<file path="src/rtl/updown_counter_mod.sv">
// Parametrised modulo up/down counter with parallel load, wrap/saturate mode,
// combinational terminal count and registered overflow/underflow pulses.
module updown_counter_mod #(
  parameter int unsigned WIDTH    = 8,
  parameter int unsigned MAX      = 255,
  parameter int unsigned SATURATE = 0
) (
  input  logic             clk,
  input  logic             rst,
  input  logic             en,
  input  logic             up,
  input  logic             load,
  input  logic [WIDTH-1:0] load_val,
  output logic [WIDTH-1:0] count,
  output logic             tc,
  output logic             ovf,
  output logic             udf
);

  localparam logic [WIDTH-1:0] MAX_V  = WIDTH'(MAX);
  localparam logic             SAT_V  = (SATURATE != 0);

  logic [WIDTH-1:0] count_nxt;
  logic             ovf_nxt;
  logic             udf_nxt;
  logic             at_max;
  logic             at_zero;

  assign at_max  = (count == MAX_V);
  assign at_zero = (count == '0);

  // Cascade-friendly terminal count: high in the cycle before a boundary edge.
  assign tc = en & ((up & at_max) | (~up & at_zero));

  // Next-state: load beats count; boundaries wrap modulo MAX+1 or hold.
  always_comb begin
    count_nxt = count;
    ovf_nxt   = 1'b0;
    udf_nxt   = 1'b0;
    if (load) begin
      count_nxt = (load_val > MAX_V) ? MAX_V : load_val;
    end else if (en) begin
      if (up) begin
        if (at_max) begin
          ovf_nxt   = 1'b1;
          count_nxt = SAT_V ? MAX_V : '0;
        end else begin
          count_nxt = count + WIDTH'(1);
        end
      end else begin
        if (at_zero) begin
          udf_nxt   = 1'b1;
          count_nxt = SAT_V ? '0 : MAX_V;
        end else begin
          count_nxt = count - WIDTH'(1);
        end
      end
    end
  end

  always_ff @(posedge clk) begin
    if (rst) begin
      count <= '0;
      ovf   <= 1'b0;
      udf   <= 1'b0;
    end else begin
      count <= count_nxt;
      ovf   <= ovf_nxt;
      udf   <= udf_nxt;
    end
  end

endmodule

</file>
<file path="config.mk">
export PLATFORM = sky130hd
export DESIGN_NAME = updown_counter_mod
export DESIGN_NICKNAME = d
export VERILOG_FILES = /design/src/rtl/updown_counter_mod.sv
export SDC_FILE = /design/constraint.sdc
export NUM_CORES = 1
export LEC_CHECK = 0
export ABC_AREA = 0
export CORE_UTILIZATION = 52
export DETAILED_ROUTE_END_ITERATION = 10
export GPL_ROUTABILITY_DRIVEN = 0
export PLACE_DENSITY = 0.84
export RECOVER_POWER = 100
export SYNTH_ARGS = -nofsm -noshare
export SYNTH_HDL_FRONTEND = slang
export SYNTH_SLANG_ARGS = --single-unit
export TNS_END_PERCENT = 5
</file>
<file path="constraint.sdc">
create_clock -name clk -period 5.1 [get_ports clk]
set_clock_uncertainty 0.05 [all_clocks]
set_input_delay 1.02 -clock clk [delete_from_list [all_inputs] [get_ports clk]]
set_output_delay 1.02 -clock clk [all_outputs]
set_load 0.05 [all_outputs]
</file>
==> results of run 1 <==
[per-stage QoR]
step           setup slack (ps)  std cells   util  hold WS, ps
6_report                    911        161  0.727          560
2_1_floorplan              1710        122      -          762
4_1_cts                    1030        161  0.732          566
5_1_grt                     867        161  0.727          605
3_3_place_gp               1070        158  0.717          548
3_5_place_dp               1030        158  0.717          558
[power by group]
part           internal (mW)  switching [mW]  total, mW
clock network         0.0273          0.0281     0.0555
registers             0.0842          0.0184      0.103
logic                 0.0460          0.0625      0.109
total                  0.158           0.109      0.267
[final timing paths]
kind	start	end	slack, ps	cells past startpoint
worst max-delay path	up	tc	910	4
worst min-delay path	count[7]	count[7]	560	2
worst max register to register	count[0]	count[5]	2970	6
worst min register to register	count[7]	count[7]	560	2
[synth_stat cells, types with 2 or more instances]
library cell	count
a21oi_1	11
nand2_1	12
nor3b_1	2
xor2_1	2
o41a_1	2
mux2i_1	3
ha_1	3
nand3b_1	2
o31ai_1	2
inv_1	6
and3_1	3
dfxtp_1	10
nand3_1	3
nand2b_1	3
clkbuf_1	6
buf_2	2
o21bai_1	2
or3_1	2
o21ai_0	4
nor2_1	3
nand4_1	3
nor3_1	5
a211o_1	2
nor2b_1	4
a211oi_1	2
[registers in the layout, summed over array words and instances (netlist names)]
name   flops
ovf        1
udf        1
count      8
[routing by layer]
metal  global-route usage  vias to the layer above
met2                0.371                       67
li1                     -                      495
met1                0.396                      453
met5                    0                        -
met3               0.0367                        5
met4                0.115                        0
[worst min-delay path, delay by kind of cell, from the launching register on]
family / cells / cell delay (ps)
compound gates: 1 / 90
buf+inv: 1 / 110
flops: 1 / 350
[layout make-up]
type                    instances  share of cell area
repair buffers                 23               0.199
inverters                       6              0.0194
multi-input cells              95               0.564
clock buffers                   3              0.0194
flip-flops and latches         10               0.173
well taps                      24              0.0259
[cell usage in the layout (no fill, tap or decap), types with 2 or more instances in the layout]
cell,Yosys,final
o41a_1,2,2
ha_1,3,3
a211o_1,2,2
clkbuf_4,0,3
nor3_1,5,5
nand4_1,3,3
a21oi_1,11,11
inv_1,6,6
dlygate4sd3_1,0,13
o31ai_1,2,2
nor3b_1,2,2
nor2_1,3,3
clkdlybuf4s50_1,0,10
nand3b_1,2,2
mux2i_1,3,3
and3_1,3,3
nor2b_1,4,4
or3_1,2,2
xor2_1,2,2
o21ai_0,4,4
nand3_1,3,3
o21bai_1,2,2
nand2_1,12,12
a211oi_1,2,2
nand2b_1,3,3
dfxtp_1,10,10
[cell families after synthesis]
kind of cell	count (synthesis)	synth area share
compound gates	39	0.309
xor+xnor	3	0.0281
fa+ha+maj	3	0.0401
buf+inv	17	0.0802
flops	10	0.214
mux	3	0.0321
simple gates	47	0.297
==> results.py, run 1 <==
metrics = {
    "clock_tree": {
        "cts_root_buf": "clkbuf_4",
        "clk_pin_slew_ps": 60,
        "postCtsResizedCells": 0,
        "cts_hold_buf": 0,
        "cts_buffers": 3,
        "cts_tree": "yes",
        "cts_buffer_depth": 2,
        "htreeDepth": 1,
        "insertion_delay_ps": 270,
        "postCtsSetupBuffers": 0,
        "cts_sinks": 10,
    },
    "job": {
        "cap_viol_max_count": 0,
    },
    "grt": {
        "grt_max_degree": 23,
        "grt_overflow_total": 0,
        "grt.total_usage": 0.264,
        "grt_pass1_vias": 819,
        "grt_pass1_wl_um": 3870,
        "grt_antenna_before_repair": 0,
    },
    "sta": {
        "rsz0062_at_grt": "no",
        "worstMarginPinSlew_ps": 753,
        "maxClockFrequency_ghz": 0.239,
        "post-route-min-period_ps": 4190,
        "finalSetupViolCount": 0,
        "report.final.slew_viol_count": 0,
        "fin_setup_tns_ps": 0,
        "finalHoldViolCount": 0,
        "fin_crit_sh": 0.821,
        "slew_headroom": 0.496,
    },
    "cells_and_area": {
        "antenna_cells": 0,
        "fin_area_um2": 1160,
        "regArea_um2": 200,
        "multi_input_area_um2": 653,
        "layout.nets": 155,
        "drive_gt1_frac": 0.0584,
        "fillerInstances": 122,
        "syn2layout_area_growth_pct": 23.8,
    },
    "power_and_ir_drop": {
        "p_total_mw": 0.267,
        "ir_drop_mv": 0.189,
        "leakage_nw": 0.450,
        "power.density_nw_per_um2": 230,
    },
    "critical_path": {
        "critical_path.max_fanout": 16,
        "crit_required_ps": 4030,
        "cp_top_family": "buffers and inverters",
        "path_cells": "dlygate4sd3_1 -> nand3b_1 -> a21boi_1 -> dlygate4sd3_1",
        "critPathMaxStageDelay_ps": 880,
        "cp.arrival_ps": 3120,
        "start_kind": "input port",
        "cp-end-kind": "output pin",
        "worst_path_most_repeated_cell": "dlygate4sd3_1",
        "crit_buf_inv": 2,
        "slowest_stage": "dlygate4sd3_1",
        "path_class": "in -> out",
    },
    "floorplanning": {
        "die-height_um": 44.4,
        "num_rows": 14,
        "die_x_um": 44.4,
        "die_area_um2": 1970,
        "start_util": 0.587,
        "io_pins": 24,
        "core_area_um2": 1590,
    },
    "route": {
        "avgViaCountPerCell": 6.34,
        "top_layer_used": "met4",
        "met3_length_um": 223,
        "drc": 0,
        "ant_nets": 0,
        "routed_wl_um": 2470,
        "vias": 1020,
        "drt_iter0_drc": 59,
        "wl_met2_um": 1110,
        "drtPass1Iterations": 4,
        "met1_length_um": 1100,
        "wl_per_cell_um": 15.4,
    },
    "synthesis": {
        "synth_top_area_frac": 0.214,
        "synthCells": 122,
        "netlist_area_um2": 936,
        "syn_area_per_cell_um2": 7.67,
        "synth_largest_area_cell": "dfxtp_1",
        "synth_fp_nets": 138,
        "seq_area_frac_synth": 0.214,
        "synth_edf_count": 0,
        "ys_warn_count": 0,
        "synthFlopType": "dfxtp_1",
        "synthArstFlopShare": 0,
        "synth-seq-cells": 10,
        "yosys.cell_types.count": 48,
        "synth_area_leaders": "dfxtp_1, a21oi_1, nand2_1",
    },
    "place": {
        "io_buffers": 23,
        "placed_cell_area_um2": 1140,
        "hpwl_um": 1680,
    },
    "min_path": {
        "worstHoldPathType": "reg -> reg",
    },
    "run_status": {
        "outcome": "finished clean",
    },
}
(Power assumes the default switching activity.)
==> inputs of run 2 (changes only) <==
CORE_ASPECT_RATIO = 0.7   (was unset)
CORE_UTILIZATION = 43   (was 52)
PLACE_DENSITY = 0.74   (was 0.84)
clock period = 3.4 ns   (was 5.1 ns; I/O delays follow)
==> results.py, run 2 (synthesized netlist as in run 1, its figures left out) <==
metrics = {
    "route": {
        "drt_iter0_drc": 33,
        "routed_wl_um": 2740,
        "wl_per_cell_um": 16.8,
        "drc": 1,
        "drtPass1Iterations": 7,
        "avgViaCountPerCell": 6.44,
        "vias": 1049,
        "ant_nets": 0,
    },
    "clock_tree": {
        "cts_tree": "yes",
        "cts_sinks": 10,
        "cts_buffers": 3,
        "insertion_delay_ps": 270,
        "postCtsSetupBuffers": 0,
        "cts_hold_buf": 0,
        "cts_root_buf": "clkbuf_4",
        "clk_pin_slew_ps": 60,
        "cts_buffer_depth": 2,
        "htreeDepth": 1,
        "postCtsResizedCells": 0,
    },
    "cells_and_area": {
        "antenna_cells": 0,
        "regMostFlops": "count",
        "top_regs": "count x8, ovf x1, udf x1",
        "layout_common_cells": "nand2_1, a21oi_1, clkdlybuf4s50_1, dlygate4sd3_1, dfxtp_1",
        "drive_gt1_frac": 0.0780,
        "fillerInstances": 176,
        "final_util": 0.609,
        "layout_commonest_cell": "nand2_1",
        "largest_reg_flops": 8,
        "syn2layout_area_growth_pct": 27.0,
        "layout.nets": 159,
    },
    "floorplanning": {
        "core_area_um2": 1950,
        "die_x_um": 57.8,
        "die_area_um2": 2370,
        "io_pins": 24,
        "start_util": 0.479,
        "num_rows": 13,
        "die-height_um": 41.0,
    },
    "sta": {
        "worstMarginPinSlew_ps": 586,
        "finalHoldViolCount": 0,
        "fin_setup_tns_ps": 0,
        "finalSetupViolCount": 0,
        "slew_headroom": 0.609,
        "report.final.slew_viol_count": 0,
        "post-route-min-period_ps": 2970,
        "fin_crit_sh": 0.875,
        "rsz0062_at_grt": "no",
        "maxClockFrequency_ghz": 0.336,
    },
    "power_and_ir_drop": {
        "power.density_nw_per_um2": 343,
        "leakage_nw": 0.463,
        "ir_drop_mv": 0.165,
    },
    "critical_path": {
        "critPathMaxStageDelay_ps": 510,
        "crit_buf_inv": 2,
        "path_cells": "inv_1 -> ha_1 -> nor3b_1 -> nand3b_1 -> a21boi_0 -> buf_12",
        "slowest_stage": "nor3b_1",
        "crit_required_ps": 2670,
        "cp_top_family": "simple AND/OR/NAND/NOR gates",
        "path_class": "reg -> out",
        "cp-end-kind": "output pin",
        "critical_path.max_fanout": 11,
        "cp.arrival_ps": 2240,
        "start_kind": "flop",
    },
    "grt": {
        "grt.total_usage": 0.251,
        "grt_overflow_total": 0,
        "grt_max_degree": 15,
        "grt_pass1_vias": 953,
        "grt_antenna_before_repair": 0,
        "grt_pass1_wl_um": 4350,
    },
    "place": {
        "hpwl_um": 1930,
        "io_buffers": 23,
    },
    "run_status": {
        "violations": "DRC",
        "outcome": "finished, violations left",
    },
    "min_path": {
        "worstHoldPathType": "reg -> reg",
    },
    "job": {
        "cap_viol_max_count": 0,
    },
}
## run 2: changes by cell type in the layout (fill, tap and decap cells not counted)
cell,change
a21boi_0,+1
clkdlybuf4s50_1,+1
buf_4,+2
clkbuf_1,+2
a21boi_1,-1
buf_12,+1
dlygate4sd3_1,-2
## run 2: area by class of cell
class | count | area (um^2) | area share
Inverter | 6 | 22.5 | 0.0189
Timing Repair Buffer | 27 | 263 | 0.221
Sequential cell | 10 | 200 | 0.168
Clock buffer | 3 | 22.5 | 0.0189
Multi-Input combinational cell | 95 | 653 | 0.549
Tap cell | 22 | 27.5 | 0.0232
## run 2: worst register-to-register path: stages (launching register included)
cell	delay (ps)
dfxtp_1	410
inv_1	160
ha_1	190
nor3b_1	510
nand2_1	170
or3_1	400
a41oi_1	260
## run 2: report_power, final
part	leakage [nW]	switching (mW)	internal [mW]
Combinational	0.366	0.0976	0.0721
Clock	0.0138	0.0435	0.0411
Sequential	0.0826	0.0275	0.126
Total	0.463	0.169	0.240
## run 2: per-layer routing
layer / GRT usage / routed length, um / vias up
met5: 0 / 0 / -
met2: 0.424 / 1160 / 60
met1: 0.312 / 1220 / 478
met4: 0.107 / 95 / 0
met3: 0.0694 / 260 / 14
li1: - / - / 497
## run 2: final timing paths
check        depth (start not counted)  endpoint  startpoint  slack, ps
max                                  6        tc    count[0]        430
min                                  2  count[7]    count[7]        570
max reg2reg                          6  count[5]    count[0]       1170
min reg2reg                          2  count[7]    count[7]        570
## run 2: through the flow
step           instances  worst slack (ps)  hold slack [ps]  area [um^2]  power, mW
3_5_place_dp         160               813              563         1180      0.327
5_1_grt              163               300              655         1190      0.431
3_3_place_gp         160               827              553         1180      0.323
4_1_cts              163               519              571         1200      0.413
6_report             163               426              569         1190      0.408
2_1_floorplan        122               347              762          936      0.274
